==> config.mk <==
export PLATFORM = sky130hd
export DESIGN_NAME = button_input_frontend
export DESIGN_NICKNAME = d
export VERILOG_FILES = /design/src/rtl/button_input_frontend.sv
export SDC_FILE = /design/constraint.sdc
export NUM_CORES = 1
export LEC_CHECK = 0
export CORE_MARGIN = 2
export CORE_UTILIZATION = 55
export CTS_BUF_LIST = sky130_fd_sc_hd__clkbuf_8 sky130_fd_sc_hd__clkbuf_16
export CTS_CLUSTER_DIAMETER = 200
export CTS_CLUSTER_SIZE = 16
export DETAILED_ROUTE_END_ITERATION = 8
export PLACE_DENSITY_LB_ADDON = 0.15
export RECOVER_POWER = 100
export SLEW_MARGIN = 20
export SYNTH_ARGS = -nofsm -noshare
export SYNTH_HDL_FRONTEND = slang
export SYNTH_SLANG_ARGS = --single-unit
==> constraint.sdc <==
create_clock -name clk -period 3.6 [get_ports clk]
set_clock_uncertainty 0.2 [all_clocks]
set_input_delay 0.9 -clock clk [delete_from_list [all_inputs] [get_ports clk]]
set_output_delay 0.9 -clock clk [all_outputs]
set_load 0.02 [all_outputs]
==> src/rtl/button_input_frontend.sv <==
// Push-button front end: synchronise, debounce, then turn each button into press/release/long/repeat strobes.
// Optional BTN_CHORD_EN adds a buttons-0+1 chord strobe; without it chordPulse is tied low.
module button_input_frontend #(
    parameter int               NBTN              = 4,
    parameter int               DEBOUNCE_CYCLES   = 1000,
    parameter int               LONG_PRESS_CYCLES = 50000,
    parameter int               REPEAT_CYCLES     = 10000,
    parameter logic [NBTN-1:0]  REPEAT_MASK       = NBTN'(1),
    parameter int               CNT_W             = 16
) (
    input  logic            clk,
    input  logic            reset,
    input  logic [NBTN-1:0] btnIn,
    output logic [NBTN-1:0] btnState,
    output logic [NBTN-1:0] pressPulse,
    output logic [NBTN-1:0] releasePulse,
    output logic [NBTN-1:0] longPress,
    output logic            chordPulse
);

    localparam logic [CNT_W-1:0] DB_LAST = CNT_W'(DEBOUNCE_CYCLES - 1);
    localparam logic [CNT_W-1:0] LP_LAST = CNT_W'(LONG_PRESS_CYCLES - 1);
    localparam logic [CNT_W-1:0] RP_LAST = CNT_W'(REPEAT_CYCLES - 1);
    localparam logic [CNT_W-1:0] CNT_MAX = '1;

    typedef enum logic [1:0] {IDLE, HELD, REPEAT, LONG} holdStateT;

    logic [NBTN-1:0] syncMeta;
    logic [NBTN-1:0] syncd;
    logic [NBTN-1:0] stable;
    logic [CNT_W-1:0] dbCnt [NBTN];
    logic [CNT_W-1:0] holdCnt [NBTN];
    holdStateT       state [NBTN];

    logic [NBTN-1:0] pressReq;
    logic [NBTN-1:0] releaseReq;
    logic [NBTN-1:0] longReq;
    logic [NBTN-1:0] repeatReq;
    logic [NBTN-1:0] pressSup;
    logic [NBTN-1:0] strobeSup;

`ifdef BTN_CHORD_EN
    logic chordActive;
    logic chordHit;
`endif

    assign btnState = stable;

    // btnIn is only ever seen through the two sync flops.
    always_ff @(posedge clk) begin
        if (reset) begin
            syncMeta <= '0;
            syncd    <= '0;
            stable   <= '0;
            for (int i = 0; i < NBTN; i++) dbCnt[i] <= '0;
        end else begin
            syncMeta <= btnIn;
            syncd    <= syncMeta;
            for (int i = 0; i < NBTN; i++) begin
                if (syncd[i] == stable[i]) begin
                    dbCnt[i] <= '0;
                end else if (dbCnt[i] == DB_LAST) begin
                    stable[i] <= syncd[i];
                    dbCnt[i]  <= '0;
                end else if (dbCnt[i] != CNT_MAX) begin
                    dbCnt[i] <= dbCnt[i] + CNT_W'(1);
                end
            end
        end
    end

    // Strobe requests; release wins because long/repeat also require the button to be still down.
    always_comb begin
        pressReq   = '0;
        releaseReq = '0;
        longReq    = '0;
        repeatReq  = '0;
        pressSup   = '0;
        strobeSup  = '0;
        for (int i = 0; i < NBTN; i++) begin
            pressReq[i]   = (state[i] == IDLE) && stable[i];
            releaseReq[i] = (state[i] != IDLE) && !stable[i];
            longReq[i]    = (state[i] == HELD) && stable[i] && (holdCnt[i] == LP_LAST);
            repeatReq[i]  = (state[i] == REPEAT) && stable[i] && (holdCnt[i] == RP_LAST);
        end
`ifdef BTN_CHORD_EN
        chordHit = !chordActive &&
                   ((pressReq[0] && (pressReq[1] || (state[1] == HELD && stable[1]))) ||
                    (pressReq[1] && state[0] == HELD && stable[0]));
        // The later press becomes the chord; on a tie button 1 is treated as the later one.
        if (chordHit) begin
            if (pressReq[1]) pressSup[1] = 1'b1;
            else             pressSup[0] = 1'b1;
        end
        if (chordHit || chordActive) strobeSup[1:0] = 2'b11;
`endif
    end

    always_ff @(posedge clk) begin
        if (reset) begin
            pressPulse   <= '0;
            releasePulse <= '0;
            longPress    <= '0;
            for (int i = 0; i < NBTN; i++) begin
                state[i]   <= IDLE;
                holdCnt[i] <= '0;
            end
        end else begin
            pressPulse   <= (pressReq & ~pressSup) | (repeatReq & ~strobeSup);
            releasePulse <= releaseReq;
            longPress    <= longReq & ~strobeSup;
            for (int i = 0; i < NBTN; i++) begin
                case (state[i])
                    IDLE: begin
                        if (stable[i]) begin
                            state[i]   <= HELD;
                            holdCnt[i] <= '0;
                        end
                    end
                    HELD: begin
                        if (!stable[i]) begin
                            state[i]   <= IDLE;
                            holdCnt[i] <= '0;
                        end else if (holdCnt[i] == LP_LAST) begin
                            holdCnt[i] <= '0;
                            state[i]   <= REPEAT_MASK[i] ? REPEAT : LONG;
                        end else if (holdCnt[i] != CNT_MAX) begin
                            holdCnt[i] <= holdCnt[i] + CNT_W'(1);
                        end
                    end
                    REPEAT: begin
                        if (!stable[i]) begin
                            state[i]   <= IDLE;
                            holdCnt[i] <= '0;
                        end else if (holdCnt[i] == RP_LAST) begin
                            holdCnt[i] <= '0;
                        end else if (holdCnt[i] != CNT_MAX) begin
                            holdCnt[i] <= holdCnt[i] + CNT_W'(1);
                        end
                    end
                    LONG: begin
                        if (!stable[i]) begin
                            state[i]   <= IDLE;
                            holdCnt[i] <= '0;
                        end
                    end
                    default: begin
                        state[i]   <= IDLE;
                        holdCnt[i] <= '0;
                    end
                endcase
            end
        end
    end

`ifdef BTN_CHORD_EN
    // Chord stays latched until both buttons have been debounced as released.
    always_ff @(posedge clk) begin
        if (reset) begin
            chordActive <= 1'b0;
            chordPulse  <= 1'b0;
        end else begin
            chordPulse <= chordHit;
            if (chordHit)                  chordActive <= 1'b1;
            else if (stable[1:0] == 2'b00) chordActive <= 1'b0;
        end
    end
`else
    assign chordPulse = 1'b0;
`endif

endmodule

After elaboration in Yosys (flattened, before gate mapping) --
Memory sizes are Yosys's and may differ from the RTL's. Index checks and enable logic that the tools add are counted.
Operators by class: bitwise operators 69, $add $sub $neg 8, reduce and logical (&&, ||, !) cells 40, eq/ne operators 36, muxes and demuxes 254
Operators by type and width (count):
- 16-bit two-way mux | 44
- 1-bit two-way mux | 190
- 16-bit by 1-bit adder with 16-bit output (second input constant) | 8
- 16-bit != test (second input constant) | 8
- 16-bit by 10-bit equality test with 1-bit output (second input constant) | 4
- 16-bit by 14-bit equality test with 1-bit output (second input constant) | 4
- 16-bit equality test (second input constant) | 4
- 1-bit OR | 64
- 2-bit two-way mux | 20
- 1-bit logical AND | 24
- 2-bit equality test (second input constant) | 8
- 2-bit by 1-bit equality test with 1-bit output (second input constant) | 4
- 2-bit logical NOT | 4
- 2-bit AND reduction | 4
- 2-bit nonzero test | 4
- 1-bit equality test | 4
- 1-bit logical NOT | 4
- 1-bit inverter | 4
- 4-bit OR | 1
Word-level totals: word-level logic and storage cells 419, register bits 24, bits in writable memories 136, output and inout port bits 17, memories kept 3
Memory list:
- dbCnt | depth 4, bits a word 16, rd ports 4, clocked after memory_dff 0, write ports 4, RTL line 31 | logic [CNT_W-1:0] dbCnt [NBTN];
- holdCnt | depth 4, bits a word 16, rd ports 4, clocked after memory_dff 0, write ports 4, RTL line 32 | logic [CNT_W-1:0] holdCnt [NBTN];
- state | depth 4, bits a word 2, rd ports 4, clocked after memory_dff 0, write ports 4, RTL line 33 | holdStateT state [NBTN];

Depth between registers and ports, before layout --
An unclocked memory read counts as a cell.
depth in word-level cells 13, depth in mapped cells 8, gate-level depth less buffers 6

Least setup slack after synthesis --
No wires, ideal clock.
path kind reg-to-reg, start mem holdCnt[1][0], end mem holdCnt[1][0], enable pin, period minus slack after synthesis 3.280 ns, data arrival time 2.666 ns, stages on the path, launching flop included 8, path buffers 1, library setup time 0.414 ns, setup slack 0.320 ns, path through edfxtp_1 -> ha_1 -> and3_1 -> nand3_1 -> or4_1 -> buf_2 -> a21oi_1 -> o31ai_1
RTL lines (RTL line):
- from (decl) | 32

==> results.ini <==
[critical_path]
path_cells=ha_1, and4_1, nand2_1, nor4_2, o211ai_1, a31o_1
end_kind=register
crit_path_max_incr_delay_ns=0.88
ff2ff_path_depth=6
crit_path_max_fanout=16
cp_slowest_cell=nor4_2
r2r_slack_ns=0.55
reg2reg_from=holdCnt[0][0]$_SDFFCE_PP0P_
arrival_ns=2.94
cp-start-kind=register
required_ns=3.48
path_class=reg -> reg
r2r-end=holdCnt[0][7]$_SDFFCE_PP0P_

[timing]
slew_viol_final=0
period_minus_slack_ns=3.051
fin_tns_setup_ns=0
finalHoldViolCount=0
fmax_mhz=327.8
max_slew_margin_pct=33.47
rsz0062_at_grt=no
tightest_slew_ns=0.9897
fin_crit_sh_pct=84.75
setup_viol=0
fin_ws_ns=0.5490

[clock_network]
cts_tree=done
clockBufferDepth=2
cts_resized=0
hold_buffers=0
cts.sinks=160
path_clk_slew_ns=0.06
htreeDepth=4
post-cts-setup-buffers=0
clock_latency_ns=0.43
cts-root-buf=clkbuf_16
cts_inserted_buffers=17

[route]
routed_wl_mm=15.65
drcViolationCount=0
drt_iter0_markers=391
wl_per_cell_um=15.12
routed_via_density=5.692
postRouteAntennaNets=0
vias=5891
firstDrtPassIters=4

[synth]
synth-seq-area-share_pct=54.18
ys_top_cells_by_count=nor2_1 (158), edfxtp_1 (136), nand2_1 (64)
synth.avg_cell_area_sq_um=10.41
postSynthCellCount=809
synth_cell_types=58
ys.flop_type=edfxtp_1
ys.warnings.count=0
syn-cell-area_sq_um=8424
async_flop_share_pct=0
synth_top_area_cell=edfxtp_1
post-synth-top-count-cell=nor2_1
synth_edf_count=136
syn-num-nets=823
synth_seq_cells=160
synth.top_cell.area_share_pct=48.48
synth.area.top_cells=edfxtp_1 (48%), nor2_1 (7.0%), xnor2_1 (6.0%), xor2_1 (5.7%), dfxtp_1 (5.7%)

[finish]
area.growth.synth_to_final_pct=11.35
multiInputGateArea_sq_um=3605
fill_cells=1203
final_nets=848
stdcell_count=1035
antenna_cells=0
seq_area_sq_um=4564
post_route_cells_drive_above_1_share_pct=4.841

[global_route]
grt_pass1_vias=5596
antenna_found_initial=0
grt-ovfl-total=0
grt_pass1_wl_mm=26.52
grt_max_degree=30
track_usage_pct=20.06

[place]
post-dp-hpwl_mm=10.75
place_ws_ns=0.2650
placed_cells_incl_taps=1003
numPortBuffers=21
gp_congestion=0.8527

[hold_path]
worstHoldPathType=reg -> reg
hp-start=syncMeta[1]$_SDFF_PP0_
holdPathEnd=syncd[1]$_SDFF_PP0_
hold_depth=1

[die]
die_w_um=127.8
core_area_sq_um=15090
die_height_um=127.8
start_util_pct=55.83
io_pins=23
die_area_sq_um=16320
placementRows=45

[pwr]
powerDensity_nw_per_um2=448.6
ir_drop_mv=0.3103
p_leak_nw=3.230

[outcome]
outcome=completed

[flow_run]
drv_cap=0

## flip-flops by register name, summed over array words and instances (netlist names)
| signal | count |
|---|---|
| dbCnt | 64 |
| releasePulse | 4 |
| syncMeta | 4 |
| longPress | 4 |
| state | 8 |
| syncd | 4 |
| holdCnt | 64 |
| pressPulse | 4 |
| btnState | 4 |
## kinds of logic (layout without fill, tap and decap cells)
group           count (synthesis)  count (layout)  synth area share [%]
fa+ha+maj                       8               8                 1.188
compound gates                 35              35                 3.297
other cells                     1               1               0.04451
simple gates                  444             444                 26.57
xor+xnor                      113             113                 11.75
mux                             4               4                0.4753
buf+inv                        44              82                 2.495
flops                         160             160                 54.18
## where the power goes
group | total, mW | switching (mW) | internal, mW
Sequential | 2.13 | 0.0701 | 2.06
Combinational | 0.139 | 0.0778 | 0.0608
Clock | 1.94 | 0.705 | 1.24
## worst max path at each step
stage                                              end  cells after the start                        start
after floorplan            holdCnt[1][0]$_SDFFCE_PP0P_                      7  holdCnt[1][0]$_SDFFCE_PP0P_
after global placement    holdCnt[0][10]$_SDFFCE_PP0P_                      6                        reset
after global routing       holdCnt[0][7]$_SDFFCE_PP0P_                      6  holdCnt[0][0]$_SDFFCE_PP0P_
final                      holdCnt[0][7]$_SDFFCE_PP0P_                      6  holdCnt[0][0]$_SDFFCE_PP0P_
after detailed placement   holdCnt[2][7]$_SDFFCE_PP0P_                      7                        reset
after CTS                  holdCnt[2][7]$_SDFFCE_PP0P_                      7                        reset
## metal layers
metal | part of all wire [%] | global-route usage [%] | vias up
li1 | - | - | 2943
met1 | 47 | 26.61 | 2849
met2 | 48 | 32.46 | 74
met3 | 2.5 | 3.881 | 25
met4 | 1.9 | 8.533 | 0
met5 | 0 | 0 | -
## cells in the final DEF, fill, tap and decap left out, types with 24 or more instances in the layout
cell,synthesis,routed
xor2_1,55,55
edfxtp_1,136,136
and3_1,25,25
xnor2_1,58,58
nor2_1,158,158
nand4_1,24,25
nand2_1,64,64
nor3_1,39,39
dfxtp_1,24,24
nand3_1,48,48
## final cells by class
class	count	area share, %
repair buffers	30	2.828
multi-input cells	605	38.43
inverters	20	0.8003
clock buffers	18	4.682
flip-flops and latches	160	48.66
well taps	188	2.508
clock inverters	14	2.094
## critical path: cells and delay by family, from the launching register on
kind                       cells  cell delay [ns]
AOI/OAI and AO/OA              2             0.65
DFF                            1             0.39
and+or+nand+nor                3             1.26
adders and majority gates      1             0.22
## through the flow
stage / utilization (%) / power, mW / hold slack, ns / cell area [sq um]
final: 62.16 / 4.208 / 0.2345 / 9380
after detailed placement: 58.45 / 2.308 / 0.2295 / 8820
after floorplan: - / 2.255 / 0.2138 / 8424
after global routing: 62.16 / 4.336 / 0.2561 / 9380
after global placement: 58.40 / 2.300 / 0.2202 / 8812
after CTS: 62.66 / 4.246 / 0.2420 / 9455
Power figures use the tool's default switching activity.
